--- src/rtl/key_row_debounce_if.sv ---
// rtl/key_row_debounce_if.sv - row-line and column bundle between keypad pins and the row debouncer
//
// Signals:
//   button_in           raw asynchronous row line, active-high
//   columnas            one-hot column drive from the scan generator (clk domain)
//   DB_out              debounced row state
//   columna_presionada  column captured when the press was validated
// Modports:
//   master  drives the row line and column, observes the results (pins/bench side)
//   slave   the debouncer itself
interface key_row_debounce_if;
  logic       button_in;
  logic [3:0] columnas;
  logic       DB_out;
  logic [3:0] columna_presionada;

  modport master (
    output button_in,
    output columnas,
    input  DB_out,
    input  columna_presionada
  );

  modport slave (
    input  button_in,
    input  columnas,
    output DB_out,
    output columna_presionada
  );
endinterface

--- src/rtl/key_row_debounce.sv ---
// rtl/key_row_debounce.sv - debounces one keypad row and captures the column driven at the validated press
//
// Ports:
//   clk      system clock (27 MHz)
//   n_reset  asynchronous active-low reset
//   row      key_row_debounce_if.slave
//              button_in (in), columnas[3:0] (in),
//              DB_out (out, registered), columna_presionada[3:0] (out, registered)
// Parameters:
//   DEBOUNCE_CYCLES  consecutive synchronized disagreeing cycles before DB_out follows (2 .. 2^24-1)
//   SYNC_STAGES      depth of the input synchronizer (>= 2)
module key_row_debounce #(
  parameter int DEBOUNCE_CYCLES = 13_500,
  parameter int SYNC_STAGES     = 2
) (
  input  logic                  clk,
  input  logic                  n_reset,
  key_row_debounce_if.slave     row
);

  localparam logic [24:0] CNT_LAST = 25'(DEBOUNCE_CYCLES - 1);

  logic [SYNC_STAGES-1:0] sync;
  logic                   s;
  logic [24:0]            cnt;
  logic                   db;
  logic [3:0]             col;

  // Oldest synchronizer stage is the only view of the row line used downstream.
  assign s = sync[SYNC_STAGES-1];

  always_ff @(posedge clk or negedge n_reset) begin
    if (!n_reset) begin
      sync <= '0;
      cnt  <= '0;
      db   <= 1'b0;
      col  <= 4'b0000;
    end else begin
      sync <= {sync[SYNC_STAGES-2:0], row.button_in};
      if (s == db) begin
        // Any agreeing cycle, including a one-cycle glitch back, restarts the count.
        cnt <= '0;
      end else if (cnt == CNT_LAST) begin
        cnt <= '0;
        db  <= s;
        // Capture columnas as-is on a validated press (no one-hot check);
        // clearing on release keeps col at zero whenever db is low.
        col <= s ? row.columnas : 4'b0000;
      end else begin
        cnt <= cnt + 25'd1;
      end
    end
  end

  assign row.DB_out             = db;
  assign row.columna_presionada = col;

endmodule

--- src/flat_wrapper.sv ---
// flat-port wrapper written by rule: the top's interface ports become plain ports
module key_row_debounce_flat 
#(
  parameter int DEBOUNCE_CYCLES = 13_500,
  parameter int SYNC_STAGES     = 2
)
  (clk, n_reset, row_button_in, row_columnas, row_DB_out, row_columna_presionada);
  key_row_debounce_if row_i ();
  input  logic clk;
  input  logic n_reset;
  input wire logic [$bits(row_i.button_in)-1:0] row_button_in;
  input wire logic [$bits(row_i.columnas)-1:0] row_columnas;
  output wire logic [$bits(row_i.DB_out)-1:0] row_DB_out;
  output wire logic [$bits(row_i.columna_presionada)-1:0] row_columna_presionada;
  assign row_i.button_in = row_button_in;
  assign row_i.columnas = row_columnas;
  assign row_DB_out = row_i.DB_out;
  assign row_columna_presionada = row_i.columna_presionada;
  key_row_debounce #(.DEBOUNCE_CYCLES(DEBOUNCE_CYCLES), .SYNC_STAGES(SYNC_STAGES)) u_core (.clk(clk), .n_reset(n_reset), .row(row_i));
endmodule
--- config.mk ---
export PLATFORM = sky130hd
export DESIGN_NAME = key_row_debounce_flat
export DESIGN_NICKNAME = d
export VERILOG_FILES = /design/src/rtl/key_row_debounce_if.sv /design/src/rtl/key_row_debounce.sv /design/src/flat_wrapper.sv
export SDC_FILE = /design/constraint.sdc
export NUM_CORES = 1
export LEC_CHECK = 0
export CAP_MARGIN = 25
export CORE_ASPECT_RATIO = 0.8
export CORE_MARGIN = 2
export CORE_UTILIZATION = 54
export CTS_BUF_LIST = sky130_fd_sc_hd__clkbuf_8
export CTS_CLUSTER_DIAMETER = 40
export DETAILED_ROUTE_END_ITERATION = 7
export PLACE_DENSITY = 0.89
export SLEW_MARGIN = 20
export SYNTH_ARGS = -nofsm -noshare
export SYNTH_HDL_FRONTEND = slang
export SYNTH_SLANG_ARGS = --single-unit
--- constraint.sdc ---
create_clock -name clk -period 2.4 [get_ports clk]
set_clock_uncertainty 0.1 [all_clocks]
set_input_delay 0.24 -clock clk [delete_from_list [all_inputs] [get_ports clk]]
set_output_delay 0.24 -clock clk [all_outputs]
set_load 0.1 [all_outputs]
==> flow_summary.toml, run 1 <==
[global_route]
grt_usage_pct = 24.14
grt-ovfl-total = 0
grt_max_degree = 33
grt_pass1_vias = 1293
grt_pass1_wl_um = 6154
grt_antenna_before_repair = 0

[clocking]
numCtsBuffers = 5
htreeDepth = 2
cts_tree = "yes"
clock_sinks = 32
cts_buffer_depth = 2
clkTransAtPathRegs_ps = 70
root_buffer = "clkbuf_8"
cts-hold-fix-buffers = 0
insertion_delay_ps = 280

[synthesis]
ys_async_sr_fraction_pct = 100.0
synth_seq_cells = 32
synthCells = 168
synth_area_um2 = 1618
synth_nets = 176
yosys.area.top_type_share_pct = 49.50
syn_avg_cell_area_um2 = 9.630
ys_warn_count = 0
synth_edf_count = 0
synth-main-ff-cell = "dfrtp_1"
synth_cell_types = 33
seq_area_frac_synth_pct = 49.50
yosysTopAreaCell = "dfrtp_1"
synth_area_leaders = "dfrtp_1 49%, xnor2_1 4.3%, o31ai_1 4.2%"

[timing]
final_max_slew_viol_count = 0
min_period_ps = 2303
hold_viol = 0
rsz0062_at_grt = "false"
fmax_mhz = 434.3
period_share_pct = 95.94
setup_tns_ps = 0
relSlewSlack_pct = 70.19
max_slew.worst_pin.slew_ps = 443.0
finalSetupViolCount = 0

[layout]
area_growth_pct = 15.31
final_nets = 193
num_antenna_cells = 0
drive_gt1_share_pct = 11.89
multi_input_area_um2 = 774.5
fillers = 232
finalInstanceArea_um2 = 1866
regArea_um2 = 800.8

[floorplan]
die_area_um2 = 3452
core_um2 = 2808
start_util_pct = 57.62
row_count = 17
boundaryPins = 12
dieWidth_um = 65.20
die_h_um = 52.96

[run_status]
status = "completed"

[drt]
wl_per_cell_um = 15.65
ant_nets = 0
vias = 1372
drc = 0
dr.pass1.iters = 4
wl_um = 3489
drt_iter0_markers = 125
drt-vias-per-instance = 6.152

[setup_path]
path_cells = "or4_1 -> or4_1 -> buf_4 -> o31ai_1 -> o211ai_1"
required_ps = 2450
critPathKind = "reg -> reg"
cpMostUsedCell = "or4_1"
cp_slowest_stage_delay_ps = 540
crit_start = "u_core.cnt[18]$_DFF_PN0_"
worstReg2RegEnd = "u_core.row.columna_presionada[3]$_DFFE_PN0P_"
crit_fanout = 7
cp-start-kind = "flip-flop"
crit_slowest_cell = "or4_1"
worstSetupEndpointType = "flip-flop"
rr_startpoint = "u_core.cnt[18]$_DFF_PN0_"
worstRegToRegCells = 5
cp-endpoint = "u_core.row.columna_presionada[3]$_DFFE_PN0P_"
ff2ff_setup_slack_ps = 100
worstPathArrival_ps = 2350

[worst_hold_path]
hp-class = "in -> async"

[placed_design]
dp_hpwl_um = 2391
place_area_um2 = 1767
portBuffers = 11
routabilityCongestion = 0.8370

[power_and_ir_drop]
power.density_nw_per_um2 = 558.0
power.leakage_nw = 0.7404
ir_drop_v = 0.0003254

[job]
cap_violations = 0
## cells in the mapped netlist, types with 2 or more instances
library cell	number
xor2_1	5
or3_1	5
buf_2	3
nor4_1	4
inv_1	3
or4_1	5
nand4b_1	2
xnor2_1	8
and3_1	4
nand2_1	15
and4_1	2
o21ai_0	6
clkbuf_1	2
and2_1	2
a21oi_1	11
o211ai_1	4
nand3b_1	2
nand4_1	5
nor2_1	17
dfrtp_1	32
o31ai_1	9
nor3_1	2
nand3_1	10
## how the worst min path moves through the flow
stage	cells past startpoint	startpoint	endpoint	slack [ps]
3_3_place_gp	0	u_core.sync[0]$_DFF_PN0_	u_core.sync[1]$_DFF_PN0_	230
4_1_cts	0	u_core.sync[0]$_DFF_PN0_	u_core.sync[1]$_DFF_PN0_	260
3_5_place_dp	0	u_core.sync[0]$_DFF_PN0_	u_core.sync[1]$_DFF_PN0_	240
2_1_floorplan	0	n_reset	u_core.cnt[0]$_DFF_PN0_	-160
6_report	2	n_reset	u_core.row.columna_presionada[2]$_DFFE_PN0P_	250
5_1_grt	0	u_core.sync[0]$_DFF_PN0_	u_core.sync[1]$_DFF_PN0_	260
## cell families (layout without fill, tap and decap cells)
family | after synthesis | count (layout) | share of synthesized area (%)
and+or+nand+nor | 81 | 81 | 27.22
buffers and inverters | 9 | 26 | 2.784
DFF | 32 | 32 | 49.50
adders and majority gates | 1 | 1 | 0.7733
xor gates and xnor gates | 13 | 13 | 7.038
muxes | 1 | 1 | 0.9278
AOI/OAI and AO/OA | 31 | 31 | 11.76
## layout make-up
class | instances | share of cell area (%)
flip-flops and latches | 32 | 42.92
multi-input cells | 127 | 41.52
repair buffers | 16 | 7.243
clock buffers | 7 | 5.164
well taps | 38 | 2.549
inverters | 3 | 0.6036
## per-layer routing
metal	global-route usage, %	wire, um	vias up
met5	0	0	-
met4	6.597	17	0
met3	7.660	133	4
met2	39.12	1732	40
met1	31.50	1605	680
li1	-	-	648
## placed cells by master (no fill, tap or decap), drive strengths merged
cell           Yosys  routed
and2               2       2
o31ai              9       9
clkbuf             2       7
xnor2              8       8
nor3               2       2
nor2b              1       1
o21bai             1       1
or4b               1       1
ha                 1       1
nand3             10      10
o21ai              6       6
nor2              17      17
or4                5       5
mux2               1       1
a21oi             11      11
nand4b             2       2
o211ai             4       4
nor4bb             1       1
or2                1       1
inv                3       3
nand3b             2       2
or3                6       6
nand2             15      15
and4               2       2
dfrtp             32      32
nand4              5       5
clkdlybuf4s50      0       6
xor2               5       5
and3               5       5
nor4               4       4
buf                4      10
## critical path: cells and delay by family (launching register included)
| family | cells | cell delay (ps) |
|---|---|---|
| AOI/OAI and AO/OA | 2 | 410 |
| buffers and inverters | 1 | 180 |
| DFF | 1 | 430 |
| and+or+nand+nor | 2 | 1070 |
## through the flow
stage               total power [mW]  setup WS [ps]  hold WS [ps]  instances  util (%)
finish                         1.041          97.44         250.9        223     66.44
global route                   1.079         0.5813         258.9        223     66.44
CTS                            1.050          93.36         256.3        223     66.35
detailed placement            0.6079          115.0         240.2        216     62.92
global placement              0.6053          172.2         234.8        216     62.92
floorplan                     0.5789          76.58        -155.6        168         -
## what timing repair did
| action | CTS | global route |
|---|---|---|
| hold endpoints to repair | 0 | 0 |
| resized for setup | 0 | 1 |
| buffers inserted | 0 | 0 |
| setup endpoints to repair | 0 | 1 |
## report_power, final
part	leakage (nW)	internal [mW]	switching (mW)
registers	0.419	0.545	0.00712
logic	0.271	0.0190	0.0262
clock network	0.0503	0.255	0.188
## state kept, by name, summed over array words and instances, names as in the netlist
signal                         cells
u_core.cnt                        25
u_core.sync                        2
u_core.row.DB_out                  1
u_core.row.columna_presionada      4
Power figures use the tool's default switching activity.
==> run 2: changes to the inputs <==
Settings changed: HOLD_SLACK_MARGIN set to 0.15.
==> results of run 2 <==
The final DEF is identical to that of run 1; final timing and power are the same.
==> run 3: changes to the inputs <==
Settings changed: CTS_CLUSTER_SIZE set to 40.
==> results of run 3 <==
The final DEF is identical to that of run 1; final timing and power are the same.
